==> config.mk <==
export PLATFORM = sky130hd
export DESIGN_NAME = viterbi_ctrl
export DESIGN_NICKNAME = d
export VERILOG_FILES = /design/src/rtl/viterbi_ctrl.sv
export SDC_FILE = /design/constraint.sdc
export NUM_CORES = 1
export LEC_CHECK = 0
export CAP_MARGIN = 20
export CELL_PAD_IN_SITES_DETAIL_PLACEMENT = 2
export CELL_PAD_IN_SITES_GLOBAL_PLACEMENT = 2
export CORE_UTILIZATION = 39
export CTS_CLUSTER_DIAMETER = 60
export DETAILED_ROUTE_END_ITERATION = 8
export PLACE_DENSITY = 0.92
export SYNTH_ARGS = -nofsm -noshare
export SYNTH_HDL_FRONTEND = slang
export SYNTH_SLANG_ARGS = --single-unit
export TNS_END_PERCENT = 20
==> constraint.sdc <==
create_clock -name clk_i -period 4.15 [get_ports clk_i]
set_clock_uncertainty 0.15 [all_clocks]
set_input_delay 0.415 -clock clk_i [delete_from_list [all_inputs] [get_ports clk_i]]
set_output_delay 0.415 -clock clk_i [all_outputs]
set_load 0.1 [all_outputs]
==> src/rtl/viterbi_ctrl.sv <==
// Frame sequencer for the rate-1/2 K=3 Viterbi decoder: symbol load, ACS/survivor strobes,
// backward traceback and forward-order output. Optional VIT_TAIL_STRIP_EN drops the 2 flush bits.
module viterbi_ctrl #(
  parameter int FRAME_LEN = 16,
  parameter int AW        = 4
) (
  input  logic          clk_i,
  input  logic          rst_ni,
  input  logic [1:0]    sym_i,
  input  logic          sym_valid_i,
  output logic          sym_ready_o,
  output logic [1:0]    piso_data_o,
  output logic          pm_clr_o,
  output logic          acs_en_o,
  output logic          sm_wr_en_o,
  output logic [AW-1:0] sm_addr_o,
  output logic          tb_en_o,
  output logic          tb_first_o,
  input  logic          tb_bit_i,
  output logic          dec_bit_o,
  output logic          dec_valid_o,
  input  logic          dec_ready_i,
  output logic          dec_last_o,
  output logic          busy_o
);

  localparam logic [2:0] S_IDLE  = 3'd0;
  localparam logic [2:0] S_CLR   = 3'd1;
  localparam logic [2:0] S_LOAD  = 3'd2;
  localparam logic [2:0] S_LAST  = 3'd3;
  localparam logic [2:0] S_TRACE = 3'd4;
  localparam logic [2:0] S_OUT   = 3'd5;

  localparam logic [AW-1:0] LAST_IDX = AW'(FRAME_LEN - 1);
`ifdef VIT_TAIL_STRIP_EN
  localparam logic [AW-1:0] OUT_LAST = AW'(FRAME_LEN - 3);
`else
  localparam logic [AW-1:0] OUT_LAST = AW'(FRAME_LEN - 1);
`endif

  logic [2:0]           state_q,   state_d;
  logic [AW-1:0]        in_cnt_q,  in_cnt_d;
  logic [AW-1:0]        wr_addr_q, wr_addr_d;
  logic [1:0]           piso_q,    piso_d;
  logic                 acc_q,     acc_d;
  logic [AW-1:0]        tb_cnt_q,  tb_cnt_d;
  logic [AW-1:0]        out_idx_q, out_idx_d;
  logic [FRAME_LEN-1:0] buf_q,     buf_d;

  logic accept;
  assign accept = (state_q == S_LOAD) && sym_valid_i;

  always_comb begin
    // NOTE: every _d gets its hold value first so no path through the case infers a latch.
    state_d   = state_q;
    in_cnt_d  = in_cnt_q;
    wr_addr_d = wr_addr_q;
    piso_d    = piso_q;
    tb_cnt_d  = tb_cnt_q;
    out_idx_d = out_idx_q;
    buf_d     = buf_q;
    acc_d     = accept;

    case (state_q)
      S_IDLE: begin
        if (sym_valid_i) state_d = S_CLR;
      end
      S_CLR: begin
        in_cnt_d  = '0;
        out_idx_d = '0;
        state_d   = S_LOAD;
      end
      S_LOAD: begin
        if (accept) begin
          piso_d    = sym_i;
          wr_addr_d = in_cnt_q;
          // Hold the counter on the last index instead of wrapping when FRAME_LEN == 2**AW.
          if (in_cnt_q == LAST_IDX) state_d = S_LAST;
          else                      in_cnt_d = in_cnt_q + AW'(1);
        end
      end
      S_LAST: begin
        tb_cnt_d = LAST_IDX;
        state_d  = S_TRACE;
      end
      S_TRACE: begin
        buf_d[tb_cnt_q] = tb_bit_i;
        if (tb_cnt_q == '0) state_d  = S_OUT;
        else                tb_cnt_d = tb_cnt_q - AW'(1);
      end
      S_OUT: begin
        if (dec_ready_i) begin
          if (out_idx_q == OUT_LAST) begin
            out_idx_d = '0;
            state_d   = S_IDLE;
          end else begin
            out_idx_d = out_idx_q + AW'(1);
          end
        end
      end
      default: state_d = S_IDLE;
    endcase
  end

  // NOTE: the reversal buffer is reset with the rest so no stale bits survive an aborted frame.
  always_ff @(posedge clk_i or negedge rst_ni) begin
    if (!rst_ni) begin
      state_q   <= S_IDLE;
      in_cnt_q  <= '0;
      wr_addr_q <= '0;
      piso_q    <= '0;
      acc_q     <= 1'b0;
      tb_cnt_q  <= '0;
      out_idx_q <= '0;
      buf_q     <= '0;
    end else begin
      // NOTE: non-blocking so every flop samples the pre-edge value of its peers.
      state_q   <= state_d;
      in_cnt_q  <= in_cnt_d;
      wr_addr_q <= wr_addr_d;
      piso_q    <= piso_d;
      acc_q     <= acc_d;
      tb_cnt_q  <= tb_cnt_d;
      out_idx_q <= out_idx_d;
      buf_q     <= buf_d;
    end
  end

  assign sym_ready_o = (state_q == S_LOAD);
  assign pm_clr_o    = (state_q == S_CLR);
  assign piso_data_o = piso_q;
  assign acs_en_o    = acc_q;
  assign sm_wr_en_o  = acc_q;
  assign tb_en_o     = (state_q == S_TRACE);
  assign tb_first_o  = tb_en_o && (tb_cnt_q == LAST_IDX);
  // Write strobe and traceback never overlap: LAST separates the two phases.
  assign sm_addr_o   = acc_q ? wr_addr_q : (tb_en_o ? tb_cnt_q : '0);
  assign dec_valid_o = (state_q == S_OUT);
  assign dec_bit_o   = dec_valid_o && buf_q[out_idx_q];
  assign dec_last_o  = dec_valid_o && (out_idx_q == OUT_LAST);
  assign busy_o      = (state_q != S_IDLE);

endmodule

# Word-level counts from Yosys, hierarchy flattened
# Cells that the tools add are included.
# word_totals
regBits,38
inputBits,7
out_inout_bits,16
word_cells,68
# classes
addsub,3
n_lt_le_gt_ge,3
eq_ne,16
mux,22
n_reduce_logical,16
# op_table
operator,count
$mux W4,7
$pmux W4 S2,3
$mux W3,6
$pmux W3 S6,1
$bwmux W16,1
$eq A4 B4 Y1 const B,3
$lt A4 B5 Y1 const B,2
$ne A2 B1 Y1 const B,5
$add A4 B1 Y4 const B,2
$eq A3 B2 Y1 const B,2
$eq A3 B3 Y1 const B,2
$ne A2 B2 Y1 const B,3
$reduce_and A2 Y1,3
$reduce_and A6 Y1,1
$reduce_bool A2 Y1,3
$logic_and A1 B1 Y1,5
$bmux W1 S4,1
$demux W1 S4,1
$ge A4 B1 Y1 const B,1
$logic_not A4 Y1,1
$sub A4 B1 Y4 const B,1
$eq A3 B1 Y1 const B,1
$logic_not A3 Y1,1
$reduce_and A3 Y1,1
other kinds (2),3

# Logic depth before layout (Yosys ltp)
# Gate-level depths: netlist of run 1.
# depth
depth_word,5
depth_mapped,6
mapped_depth_nobuf,6

# Least setup slack after synthesis of run 1
# Ideal clock, no wire load.
# synth_timing
path_type,register to output
startpoint,register state_q[2]
endpoint,output sm_addr_o[0]
arrival_ns,3.619
required_ns,3.585
setup_slack_ns,-0.034
stages_incl_launch_ff,4
n_path_buf,0
cell_sequence,dfrtp_1 -> nor3b_4 -> nand2_1 -> o21ai_0
# synth_via
elab_chain_cells,3
# synth_lines
element,line_no,text
start: declaration,41,"logic [2:0] state_q, state_d;"
start signal: assignment,118,state_q <= state_d;
$eq A3 B3 Y1,134,assign tb_en_o = (state_q == S_TRACE);
named net tb_en_o,17,"output logic tb_en_o,"
$mux W4 (2 in series),137,assign sm_addr_o = acc_q ? wr_addr_q : (tb_en_o ? tb_cnt_q : '0);
end: declaration,16,"output logic [AW-1:0] sm_addr_o,"
# The timed path passes the listed nets, and every way through them passes these cells.

# Final worst setup path of run 1
# layout_timing
startpoint,register state_q[1]
endpoint,output sym_ready_o
# layout_via
elab_chain_cells,1
# layout_lines
element,line_no,text
$eq A3 B2 Y1,129,assign sym_ready_o = (state_q == S_LOAD);
end: declaration,11,"output logic sym_ready_o,"
# Every way passes these cells.

==> run metrics, run 1 <==
outcome=finished clean; slew margin rel.=34.7%; cts bufs inserted=5; Post-synth EDFFs=0; fmax=0.297 GHz; Slew Limit Fails=0; ys flop type=dfrtp_1; worst hold path type=in -> async; RSZ-0062 raised after global routing=false; Leak=1.03 nW; Via-to-Cell Ratio=5.61; sequential share of the synthesized area=46.0%; Final Power=0.00180 W; total iterations of the first detailed-routing run=4; placed insts=282; largest family of logic cells by synthesized area=simple AND/OR/NAND/NOR gates; CTS sink cnt=38; Post-DP Area=2330 µm²; cts repair resizes=0; Root Buffer=clkbuf_8; die area=5600 µm²; Core ar.=5110 µm²; Port Buf Inserts=22; crit path kind=reg -> out; initial antenna violation count=0; Crit. End Element=output port; Final min period=3.37 ns; commonest non-fill, non-tap cells in the layout=38 x dfrtp_1, 28 x nand2_1, 19 x mux2_2; Routed WL=5780 µm; complex-gate fraction of the synthesized area=10.7%; maximum vdd drop=540 µV; Post-CTS Setup Bufs=0; WP data required=3.59 ns; gr usage total=23.5%; r2r worst-path depth=4; routability congestion estimate=0.738; fraction of the mapped netlist area in simple logic gates=18.3%; initial DRC count=54; crit path from=state_q[1]; Critical Path Start Type=flip-flop; Final Non-Filler Cells=290; Final Hold Vio Count=0; warnings from Yosys=0; #FFs+latches synth=38; Max Cap Violations=0; dominant cell type by area after synthesis=dfrtp_1; Cell Area, Synth=2070 µm²; wire length of the first global-routing pass=9440 µm; # DRC=0; Ports=23; commonest non-fill, non-tap cell in the layout=dfrtp_1; vias=1628; r2r setup slk=1.99 ns; worst slack, placed=1.13 ns; Mapped Cells=198; fin crit share=81.2%; top-area cell type share of the netlist area=46.0%; Die X=74.8 µm; Synth Area in Adders=4.23%; final core occ=48.3%; Worst R2R End=buf_q[2]; post-DP HPWL=4030 µm; vias in the first global route=1785; crit-path max FO=15; Die Y=74.8 µm; Worst-Margin Slew=0.976 ns; ys async rst share=100%; pwr dens=730 nW/µm²; Worst-Skew Late Latency=0.29 ns; H-tree levels=2; cts hold-fix bufs=0; syn_nets=212; layout cell share with drive strength beyond 1=17.7%; xor/xnor cell area share of the yosys netlist=0.423%; synth top area cells=dfrtp_1 46%, mux2_2 10%, nand2_1 5.1%, ha_1 4.2%, o21ai_0 2.7%; Initial Util=40.5%; Antenna Violating Nets Remaining=0; Routed wire per std cell=19.9 µm; post-synthesis mux area share=16.6%; final worst slack=0.782 ns; Final Cell Area=2470 µm²; Synth cell types=43; r2r startpoint=state_q[2]; Avg Inst Size Synth=10.4 µm²; pin count of the biggest net entering global routing=39; Antenna diodes=0; CTS tree=yes; Std-Cell Rows=26; Overflow after GRT=0; Worst Path Arrival=2.80 ns; Worst-path clk slew=0.08 ns; Setup violations, final=0; Area growth, synth to finish=19.4%; CTS Buffer Depth=2; fin nets=233
[layer usage]
metal	track usage (%)	part of all wire, %
met5	0	0
met2	40.9	51
met4	9.64	2.4
met3	4.69	2.7
met1	28.3	44
[final cells by class]
cell class                 count  area (µm²)
clock buffer                   6        82.6
clock inverter                 2        60.1
fill                         543        2640
inverter                       9        33.8
multi-input combinational    142        1040
sequential                    38         951
tap                           70        87.6
timing repair buffer          23         215
[Yosys cell counts (2+ instances only)]
cell,number
a21oi_1,10
a22o_1,2
a31oi_1,2
and2_1,2
and3_1,4
buf_2,3
buf_4,2
clkbuf_1,4
dfrtp_1,38
ha_1,7
inv_1,9
mux2_1,3
mux2_2,19
mux2i_1,5
mux4_2,2
nand2_1,28
nand3_1,4
nand3b_1,3
nand4bb_1,2
nor2_1,10
nor2b_1,3
nor3_1,2
nor3b_2,2
o21a_1,2
o21ai_0,11
o22ai_1,2
[kinds of logic after synthesis]
kind of cell / count (synthesis)
AO/OA/AOI/OAI: 36
XOR/XNOR: 1
adder cells (fa/ha/maj): 7
buffers and inverters: 18
flip-flops: 38
multiplexers: 29
AND/OR/NAND/NOR: 69
[worst max-delay path: stages, from the launching register on]
cell,delay [ns]
dfrtp_1,0.66
nor3b_1,0.60
clkdlybuf4s50_1,1.25
[metrics by stage]
stage,TNS (ns),hold WS (ns)
2_1_floorplan,-0.0341,-0.0306
3_3_place_gp,0,0.342
3_5_place_dp,0,0.345
4_1_cts,0,0.116
5_1_grt,0,0.142
6_report,0,0.0850
[report_power, final]
part           internal [W]  switching, W
Combinational      0.000252      0.000565
Clock              0.000256      0.000138
Sequential         0.000452      0.000137
Total              0.000961      0.000840
[registers in the layout, summed over array words and instances (netlist names)]
signal / cells
acs_en_o: 1
buf_q: 16
piso_data_o: 2
state_q: 3
wr_addr_q: 4
in_cnt_q: 4
out_idx_q: 4
tb_cnt_q: 4
[worst max-delay path by stage]
stage / to / slack (ns)
after global routing: sym_ready_o / 0.63
after floorplan: sm_addr_o[1] / -0.03
after CTS: sym_ready_o / 0.77
after global placement: dec_bit_o / 1.19
final: sym_ready_o / 0.78
after detailed placement: dec_last_o / 1.13
Power figures use the tool's default switching activity.
==> inputs of run 2 (changes only) <==
--- a/config.mk
+++ b/config.mk
@@ -8,10 +8,10 @@
 export CAP_MARGIN = 20
 export CELL_PAD_IN_SITES_DETAIL_PLACEMENT = 2
 export CELL_PAD_IN_SITES_GLOBAL_PLACEMENT = 2
-export CORE_UTILIZATION = 39
+export CORE_UTILIZATION = 36
 export CTS_CLUSTER_DIAMETER = 60
 export DETAILED_ROUTE_END_ITERATION = 8
-export PLACE_DENSITY = 0.92
+export PLACE_DENSITY = 0.86
 export SYNTH_ARGS = -nofsm -noshare
 export SYNTH_HDL_FRONTEND = slang
 export SYNTH_SLANG_ARGS = --single-unit
==> constraint.sdc (replaced) <==
create_clock -name clk_i -period 3.1 [get_ports clk_i]
set_clock_uncertainty 0.15 [all_clocks]
set_input_delay 0.31 -clock clk_i [delete_from_list [all_inputs] [get_ports clk_i]]
set_output_delay 0.31 -clock clk_i [all_outputs]
set_load 0.1 [all_outputs]
==> run 2 against run 1 <==
The run now ends with hold timing left. Setup slack worse by 0.21 ns. Clock-buffer cell count grew 1. Total power increased by 21%. Sequential power increased by 34%. Combinational power increased by 31%. Sequential share of layout area up 1.5 points. Non-clock buffer count unchanged. Wire length down 6.7%. Utilization is 5.2 points lower. Sequential cell count is the same. Critical path type unchanged. Critical endpoint is now tb_first_o. Largest power group unchanged. Highest routed layer unchanged.
==> run metrics, run 2 (synthesized netlist as in run 1, its figures left out) <==
initial DRC count=41; Setup violations, final=0; Root Buffer=clkbuf_8; fmax=0.395 GHz; Std-Cell Rows=27; r2r startpoint=state_q[2]; final worst slack=0.570 ns; outcome=finished with violations; max FFs per register=16; Final min period=2.53 ns; final core occ=43.2%; die area=6050 µm²; Overflow after GRT=0; pin count of the biggest net entering global routing=39; Port Buf Inserts=22; Final Non-Filler Cells=291; Final Power=0.00218 W; fin nets=233; Critical Path Start Type=flip-flop; fin crit share=81.6%; layout cell share with drive strength beyond 1=22.8%; crit path kind=reg -> out; Antenna Violating Nets Remaining=0; Routed WL=5390 µm; placed insts=284; worst hold path type=in -> async; cts bufs inserted=5; WHS=-0.00938 ns; Worst Path Arrival=2.07 ns; Core ar.=5510 µm²; failing checks=hold timing; r2r worst-path depth=4; Crit. End Element=output port; commonest non-fill, non-tap cell in the layout=dfrtp_1; Max Cap Violations=0; Initial Util=37.6%; CTS Buffer Depth=2; initial antenna violation count=0; gr usage total=19.8%; Post-CTS Setup Bufs=0; crit-path max FO=16; crit-path cells=nand4bb_1, nor2_1, and2_1, buf_4; Crit-path slowest cell=dfrtp_1; commonest non-fill, non-tap cells in the layout=38 x dfrtp_1, 28 x nand2_1, 19 x mux2_2; vias=1574; pwr dens=917 nW/µm²; Area growth, synth to finish=14.9%; Slew Limit Fails=0; maximum vdd drop=576 µV; Worst-Margin Slew=0.882 ns; H-tree levels=2; cts repair resizes=0; Leak=1.02 nW; CTS tree=yes; Worst-Skew Late Latency=0.28 ns; Biggest register=buf_q; Die X=77.8 µm; WP data required=2.64 ns; Worst-path clk slew=0.07 ns; Routed wire per std cell=18.5 µm; routability congestion estimate=0.770; Slowest Stage Delay on Critical Path=0.70 ns; Worst R2R End=buf_q[3]; Ports=23; slew margin rel.=41.2%; Final Hold Vio Count=5; CTS sink cnt=38; Die Y=77.8 µm; post-DP HPWL=3930 µm; total iterations of the first detailed-routing run=3; RSZ-0062 raised after global routing=false; wire length of the first global-routing pass=9040 µm; worst slack, placed=0.927 ns; Via-to-Cell Ratio=5.41; vias in the first global route=1680; cts hold-fix bufs=0; # DRC=0; r2r setup slk=0.91 ns; Antenna diodes=0
## run 2: cell count changes in the layout (fill, tap and decap cells not counted), sizes merged
| cell | previous run | this run |
|---|---|---|
| buf | 5 | 18 |
| bufinv | 2 | 0 |
| clkbuf | 6 | 7 |
| clkdlybuf4s50 | 18 | 5 |
## run 2: worst max-delay path by stage
| stage | slack [ns] | from | end | depth (start not counted) |
|---|---|---|---|---|
| final | 0.57 | state_q[2] | tb_first_o | 4 |
| after detailed placement | 0.93 | out_idx_q[0] | dec_bit_o | 4 |
| after floorplan | -0.45 | acs_en_o | sm_addr_o[2] | 1 |
| after CTS | 0.55 | state_q[2] | tb_first_o | 4 |
| after global placement | 0.98 | out_idx_q[0] | dec_bit_o | 4 |
| after global routing | 0.44 | state_q[2] | tb_first_o | 4 |
## run 2: layer usage
| layer | part of all wire, % | wire [µm] | GRT usage (%) | vias up |
|---|---|---|---|---|
| met4 | 0.85 | 46 | 5.09 | 0 |
| met5 | 0 | 0 | 0 | - |
| met1 | 47 | 2560 | 27.0 | 812 |
| li1 | - | - | - | 743 |
| met3 | 1.7 | 93 | 3.18 | 5 |
| met2 | 50 | 2690 | 32.6 | 14 |
## run 2: final cells by class
cell class	count	area, µm²
timing repair buffer	23	183
clock buffer	7	76.3
sequential	38	951
multi-input combinational	142	1040
tap	72	90.1
inverter	9	33.8
fill	596	3130
## run 2: critical path, delay by kind of cell, from the launching register on
| family | cells | cell delay (ns) |
|---|---|---|
| flip-flops | 1 | 0.70 |
| AND/OR/NAND/NOR | 3 | 0.78 |
| buffers and inverters | 1 | 0.30 |
## run 2: through the flow
step | hold slack, ns | cell area, µm² | TNS [ns]
global route | 0.0515 | 2380 | 0
finish | -0.00938 | 2380 | 0
detailed placement | 0.329 | 2300 | 0
floorplan | -0.136 | 2070 | -1.37
CTS | 0.0185 | 2380 | 0
global placement | 0.338 | 2300 | 0
## run 2: report_power, final
| group | leakage (nW) | switching, W | total (W) | internal, W |
|---|---|---|---|---|
| combinational | 0.518 | 0.000750 | 0.00107 | 0.000322 |
| clock | 0.0383 | 0.000164 | 0.000319 | 0.000155 |
| sequential | 0.464 | 0.000183 | 0.000789 | 0.000606 |
==> inputs of run 3 (changes only) <==
==> constraint.sdc (replaced) <==
create_clock -name clk_i -period 2.5 [get_ports clk_i]
set_clock_uncertainty 0.15 [all_clocks]
set_input_delay 0.25 -clock clk_i [delete_from_list [all_inputs] [get_ports clk_i]]
set_output_delay 0.25 -clock clk_i [all_outputs]
set_load 0.1 [all_outputs]
==> run 3 against run 2 <==
The flow now finishes without violations. Setup slack worse by 0.42 ns. Total power increased by 38%. Register-to-register slack got worse by 0.67 ns. Worst hold slack improved by 0.36 ns. Sequential cell count is the same. Largest power group unchanged.
==> run metrics, run 3 (synthesized netlist as in run 1, its figures left out) <==
CTS sink cnt=38; fin crit share=94.1%; final core occ=47.0%; max FFs per register=16; Via-to-Cell Ratio=5.54; Power Internal=0.00153 W; Routed WL=6250 µm; commonest non-fill, non-tap cell in the layout=dfrtp_1; die area=6050 µm²; Final Cell Area=2590 µm²; Post-DP Area=2490 µm²; Final Non-Filler Cells=297; pwr dens=1160 nW/µm²; Die Y=77.8 µm; WP data required=2.10 ns; Final min period=2.35 ns; Clock power frac=14.9%; vias=1646; Post-CTS Setup Bufs=0; fin nets=238; r2r setup slk=0.24 ns; cts bufs inserted=5; Final Power=0.00300 W; Worst-Skew Late Latency=0.29 ns; vias in the first global route=1798; wire length of the first global-routing pass=10500 µm; Setup violations, final=0; worst hold path type=reg -> reg; Critical Path Start Type=flip-flop; post-DP HPWL=4430 µm; Worst-path clk slew=0.08 ns; Antenna Violating Nets Remaining=0; Max Cap Violations=0; Leak=1.09 nW; outcome=finished clean; Biggest register=buf_q; Worst-Margin Slew=0.890 ns; Sequential Power Share=32.2%; layout cell share with drive strength beyond 1=26.7%; switching pwr=0.00147 W; Core ar.=5510 µm²; maximum vdd drop=682 µV; placed insts=288; Routed wire per std cell=21.0 µm; Ports=23; # DRC=0; RSZ-0062 raised after global routing=false; H-tree levels=2; Root Buffer=clkbuf_8; Port Buf Inserts=22; Setup crit end=tb_first_o; slew margin rel.=40.6%; fillcell total=566; CTS Buffer Depth=2; Gate power share=52.9%; gr usage total=23.4%; r2r worst-path depth=5; crit path from=state_q[0]; crit path kind=reg -> out; fmax=0.425 GHz; Worst Path Arrival=1.95 ns; Slew Limit Fails=0; Initial Util=37.6%; Std-Cell Rows=27; multi-input logic area=1060 µm²; r2r startpoint=tb_cnt_q[1]; Overflow after GRT=0; Worst R2R End=tb_cnt_q[2]; flip-flop and latch area=952 µm²; initial antenna violation count=0; commonest non-fill, non-tap cells in the layout=37 x dfrtp_1, 28 x nand2_1, 19 x mux2_2; Fin Setup TNS=0 ns; Area growth, synth to finish=25.2%; Die X=77.8 µm; crit-path max FO=9; CTS tree=yes; initial DRC count=76; Final Hold Vio Count=0; switching share of total power=49.0%; routability congestion estimate=0.722; Crit. End Element=output port; total iterations of the first detailed-routing run=4; pin count of the biggest net entering global routing=39; Antenna diodes=0
[run 3: changes by cell type in the layout (fill, tap and decap cells not counted), sizes merged]
cell	delta
buf	+4
clkinv	+1
dlygate4sd3	+1
[run 3: stage by stage]
step	hold WS, ns	setup slack (ns)
3_5_place_dp	0.278	0.317
3_3_place_gp	0.271	0.466
4_1_cts	0.357	0.0352
6_report	0.355	0.148
2_1_floorplan	-0.196	-0.286
5_1_grt	0.374	0.0708
[run 3: repair_timing]
action / CTS / global route
endpoints found under the hold margin: 38 / 0
hold buffers: 1 / 0
gates resized for setup: 0 / 1
endpoints found under the setup margin: 0 / 1
[run 3: how the worst min path moves through the flow]
stage	slack [ns]	endpoint	start	depth (start not counted)
global route	0.37	buf_q[3]	buf_q[3]	1
detailed placement	0.28	out_idx_q[2]	rst_ni	1
CTS	0.36	buf_q[3]	buf_q[3]	1
floorplan	-0.20	acs_en_o	rst_ni	0
finish	0.35	buf_q[3]	buf_q[3]	1
global placement	0.27	out_idx_q[2]	rst_ni	1
[run 3: worst max-delay path: stages, from the launching register on]
cell and delay [ns]:
dfrtp_1 0.52, nand4bb_1 0.35, nor2_1 0.31, and2_1 0.27
buf_12 0.20
[run 3: power by group through the flow]
stage | registers (W) | clock network [W] | logic [W]
4_1_cts | 0.000960 | 0.000453 | 0.00160
6_report | 0.000964 | 0.000447 | 0.00159
3_3_place_gp | 0.000940 | 0 | 0.00153
5_1_grt | 0.000990 | 0.000474 | 0.00167
3_5_place_dp | 0.000967 | 0 | 0.00158
2_1_floorplan | 0.00102 | 0 | 0.000998
[run 3: metal layers]
metal | track usage [%] | share of wire [%]
met4 | 6.60 | 1.3
met3 | 2.47 | 1.6
met1 | 30.6 | 45
met2 | 40.6 | 52
met5 | 0 | 0
[run 3: cell type report]
type,instances,share of cell area (%)
Multi-Input combinational cell,142,41.0
Timing Repair Buffer,28,13.9
Sequential cell,38,36.8
Tap cell,72,3.48
Clock inverter,1,0.193
Clock buffer,7,3.33
Inverter,9,1.30
==> variant 1: new RTL, settings of run 3 <==
The option `VIT_TAIL_STRIP_EN` is turned on by a define.
--- a/src/rtl/viterbi_ctrl.sv
+++ b/src/rtl/viterbi_ctrl.sv
@@ -1,5 +1,7 @@
 // Frame sequencer for the rate-1/2 K=3 Viterbi decoder: symbol load, ACS/survivor strobes,
 // backward traceback and forward-order output. Optional VIT_TAIL_STRIP_EN drops the 2 flush bits.
+`define VIT_TAIL_STRIP_EN
+
 module viterbi_ctrl #(
   parameter int FRAME_LEN = 16,
   parameter int AW        = 4
Check against the original RTL: same outputs for any inputs over 10 cycles, from zero or initial values and one cycle with rst_ni low; that may be too few to reach the edited logic, so the function may still have changed.
==> variant 1 against run 3 <==
- non-clock buffer count shrank 3
- design area shrank 1.0%
- worst setup slack gained 63 ps
- count of clock-buffer cells in the layout is the same
- sequential cell count is the same
- via count shrank 5.1%
- power grew 5.8%
- sequential share of layout area grew 0.38 points
- routed wire length shrank 10%
- largest cell class unchanged
- synthesized area grew 1.1%
- combinational power grew 3%
- register-to-register slack gained 190 ps
==> variant 1: results <==
metrics = {
    "outcome": {
        "status": "finished, final reports clean",
    },
    "place": {
        "placed_area_sq_um": 2480,
        "globalplace.congestion": 0.770,
        "dpl_worst_slack_ps": 386,
        "dpl.cell_count": 279,
        "dp_hpwl_um": 4150,
    },
    "power_and_ir_drop": {
        "internal_power_w": 0.00162,
        "p_leak_nw": 1.07,
    },
    "yosys": {
        "synth_seq_area_share_pct": 45.5,
        "yosys-top-cells-count": "dfrtp_1, mux2_2, nand3_1",
        "netlist-cell-type-count": 42,
        "synthTopCellsByArea": "dfrtp_1, mux2_2, nand3_1, ha_1, mux4_2",
        "syn_area_per_cell_sq_um": 10.7,
        "synth_nets": 210,
    },
    "drt": {
        "wire_per_inst_um": 19.5,
        "wl_met3_um": 108,
        "wl_met1_um": 2630,
        "wl_met2_um": 2790,
        "viasPerCell": 5.44,
        "drt_iter0_drc": 74,
    },
    "worst_setup_path": {
        "reg2reg_slack_ps": 430,
        "crit_arrival_ps": 1890,
        "r2r_end": "tb_cnt_q[1]$_DFFE_PN0P_",
        "cp_slowest_cell": "mux4_2",
        "rr_startpoint": "tb_cnt_q[0]$_DFFE_PN0P_",
    },
    "global_route": {
        "met3_usage_pct": 3.49,
        "met1_usage_pct": 27.2,
        "grt_pass1_vias": 1720,
        "track_usage_pct": 20.5,
        "grt_use_met2_pct": 34.5,
    },
    "timing": {
        "fin_ws_ps": 211,
        "worstMarginPinSlew_ps": 871,
    },
    "hold_path": {
        "hold_start": "buf_q[2]$_DFFE_PN0P_",
    },
    "finish": {
        "drive_above_1_share_pct": 28.4,
        "final_cells": 287,
        "fin_nets": 230,
    },
}
[variant 1: changes by cell type after synthesis, moves of 3 or more]
cell,change
mux2_1,-3
nor2_1,-4
nand2_1,-7
nand4_1,+3
mux2_2,+3
nand3_1,+18
a21oi_1,-8
[variant 1: final cells by class]
cell class	instances	area, sq um
fillers	576	2980
multi-input cells	137	1080
flip-flops and latches	38	952
repair buffers	25	338
well taps	72	90.1
clock buffers	7	76.3
inverters	8	30.0
[variant 1: timing repair]
item,CTS,global route
hold buffers,1,0
endpoints found under the hold margin,38,0
gates resized for setup,0,1
endpoints found under the setup margin,0,1
[variant 1: power by group through the flow]
stage / logic, W / registers [W] / clock network, W
6_report: 0.00164 / 0.00113 / 0.000400
5_1_grt: 0.00174 / 0.00117 / 0.000436
4_1_cts: 0.00166 / 0.00113 / 0.000411
3_5_place_dp: 0.00165 / 0.00113 / 0
3_3_place_gp: 0.00158 / 0.00111 / 0
2_1_floorplan: 0.00116 / 0.00110 / 0
[variant 1: how the worst max path moves through the flow]
stage,start,end,cells past startpoint
detailed placement,out_idx_q[0]$_DFFE_PN0P_,dec_bit_o,4
finish,out_idx_q[0]$_DFFE_PN0P_,dec_bit_o,4
global placement,out_idx_q[0]$_DFFE_PN0P_,dec_bit_o,4
CTS,out_idx_q[0]$_DFFE_PN0P_,dec_bit_o,4
global route,state_q[0]$_DFFE_PN0P_,dec_bit_o,5
floorplan,state_q[0]$_DFFE_PN0P_,sm_addr_o[1],4
[variant 1: logic make-up after synthesis]
logic type	after synthesis	synth area share [%]
mux	29	17.6
flops	38	45.5
simple gates	72	18.5
compound gates	24	7.18
fa+ha+maj	8	4.78
buf+inv	20	4.78
xor+xnor	4	1.67
==> variant 2: new RTL, settings of run 3 <==
Made on the original files. `buf_q` no longer has a reset.
--- a/src/rtl/viterbi_ctrl.sv
+++ b/src/rtl/viterbi_ctrl.sv
@@ -112,7 +112,6 @@
       acc_q     <= 1'b0;
       tb_cnt_q  <= '0;
       out_idx_q <= '0;
-      buf_q     <= '0;
     end else begin
       // NOTE: non-blocking so every flop samples the pre-edge value of its peers.
       state_q   <= state_d;
@@ -122,8 +121,11 @@
       acc_q     <= acc_d;
       tb_cnt_q  <= tb_cnt_d;
       out_idx_q <= out_idx_d;
-      buf_q     <= buf_d;
     end
+  end
+
+  always_ff @(posedge clk_i) begin
+    buf_q <= buf_d;
   end
 
   assign sym_ready_o = (state_q == S_LOAD);
Formal check against the unedited RTL: same outputs for any inputs over 10 cycles, from zero or initial values and one cycle with rst_ni low; that may be too few to reach the edited logic, so the function may still have changed.
==> variant 2 against run 3 <==
- synthesized area down 3.9%
- power down 2.8%
- sequential cell count unchanged
- worst setup slack worse by 42 ps
- count of clock-buffer cells in the layout unchanged
- register-to-register slack better by 20 ps
- routed wire length down 8.1%
- synthesized cell count down 11%
- global-route usage down 1.9 points
- design area down 5.6%
- sequential share of layout area up 5.5 points
==> variant 2: results <==
metrics = {
    "finish": {
        "n_fill_cell": 538,
        "multi_input_area_sq_um": 902,
        "seq_share_pct": 42.2,
        "drive_above_1_share_pct": 24.5,
        "clk_share_pct": 3.74,
        "fin_nets": 213,
        "signal_buffers": 26,
        "multi_input_area_share_pct": 36.9,
        "nNonClkInverters": 5,
        "multi_input_cells": 123,
    },
    "worst_setup_path": {
        "rr_startpoint": "tb_cnt_q[0]$_DFFE_PN0P_",
        "crit_arrival_ps": 1990,
    },
    "drt": {
        "wl_met1_um": 2430,
        "wl_met3_um": 114,
        "wire_per_inst_um": 21.3,
        "drt_iter0_drc": 49,
    },
    "place": {
        "dpl_worst_slack_ps": 286,
        "dp_hpwl_um": 4180,
        "placed_area_sq_um": 2350,
    },
    "power_and_ir_drop": {
        "p_leak_nw": 1.00,
        "peakVddDrop_mv": 0.586,
        "power_frac_seq_pct": 31.6,
    },
    "global_route": {
        "grt_pass1_vias": 1648,
        "grt_first_pass_wirelength_um": 9450,
        "grt_use_met2_pct": 40.4,
        "met1_usage_pct": 24.6,
    },
    "outcome": {
        "status": "finished, final reports clean",
    },
    "yosys": {
        "synth_area_sq_um": 1990,
        "postSynth.asyncResetShare_pct": 57.9,
        "netlist-cell-type-count": 46,
        "yosys-top-cells-count": "dfrtp_1, and2_1, edfxtp_1, nand2_1, nor2_1",
        "synth-adder-area-share_pct": 4.41,
        "synth_edf_count": 16,
    },
    "timing": {
        "whs_ps": 156,
        "slew_headroom_pct": 58.5,
    },
    "hold_path": {
        "hp-class": "input port to asynchronous set/reset pin",
    },
}
variant 2: changes by cell type after synthesis, sizes merged, moves of 3 or more:
cell / delta
dfrtp: -16
edfxtp: +16
mux2: -16
and2: +15
nand2: -12
inv: -4
nand3: +4
a21oi: -3
buf: +3
o31ai: +3
variant 2: worst max-delay path, cell delays in order (launching register included):
cell	delay (ps)
dfrtp_1	400
or3b_4	480
inv_4	120
nand2_1	120
nor2_2	160
and2_1	230
buf_12	200
variant 2: repair_timing:
action                                  in CTS  in global routing
resized for setup                            1                  2
endpoints found under the setup margin       1                  2
gates cloned                                 0                  0
variant 2: worst max path at each step:
stage	to	slack, ps
3_5_place_dp	tb_first_o	290
5_1_grt	tb_first_o	20
2_1_floorplan	sm_addr_o[0]	-380
6_report	tb_first_o	110
3_3_place_gp	tb_first_o	370
4_1_cts	tb_first_o	50
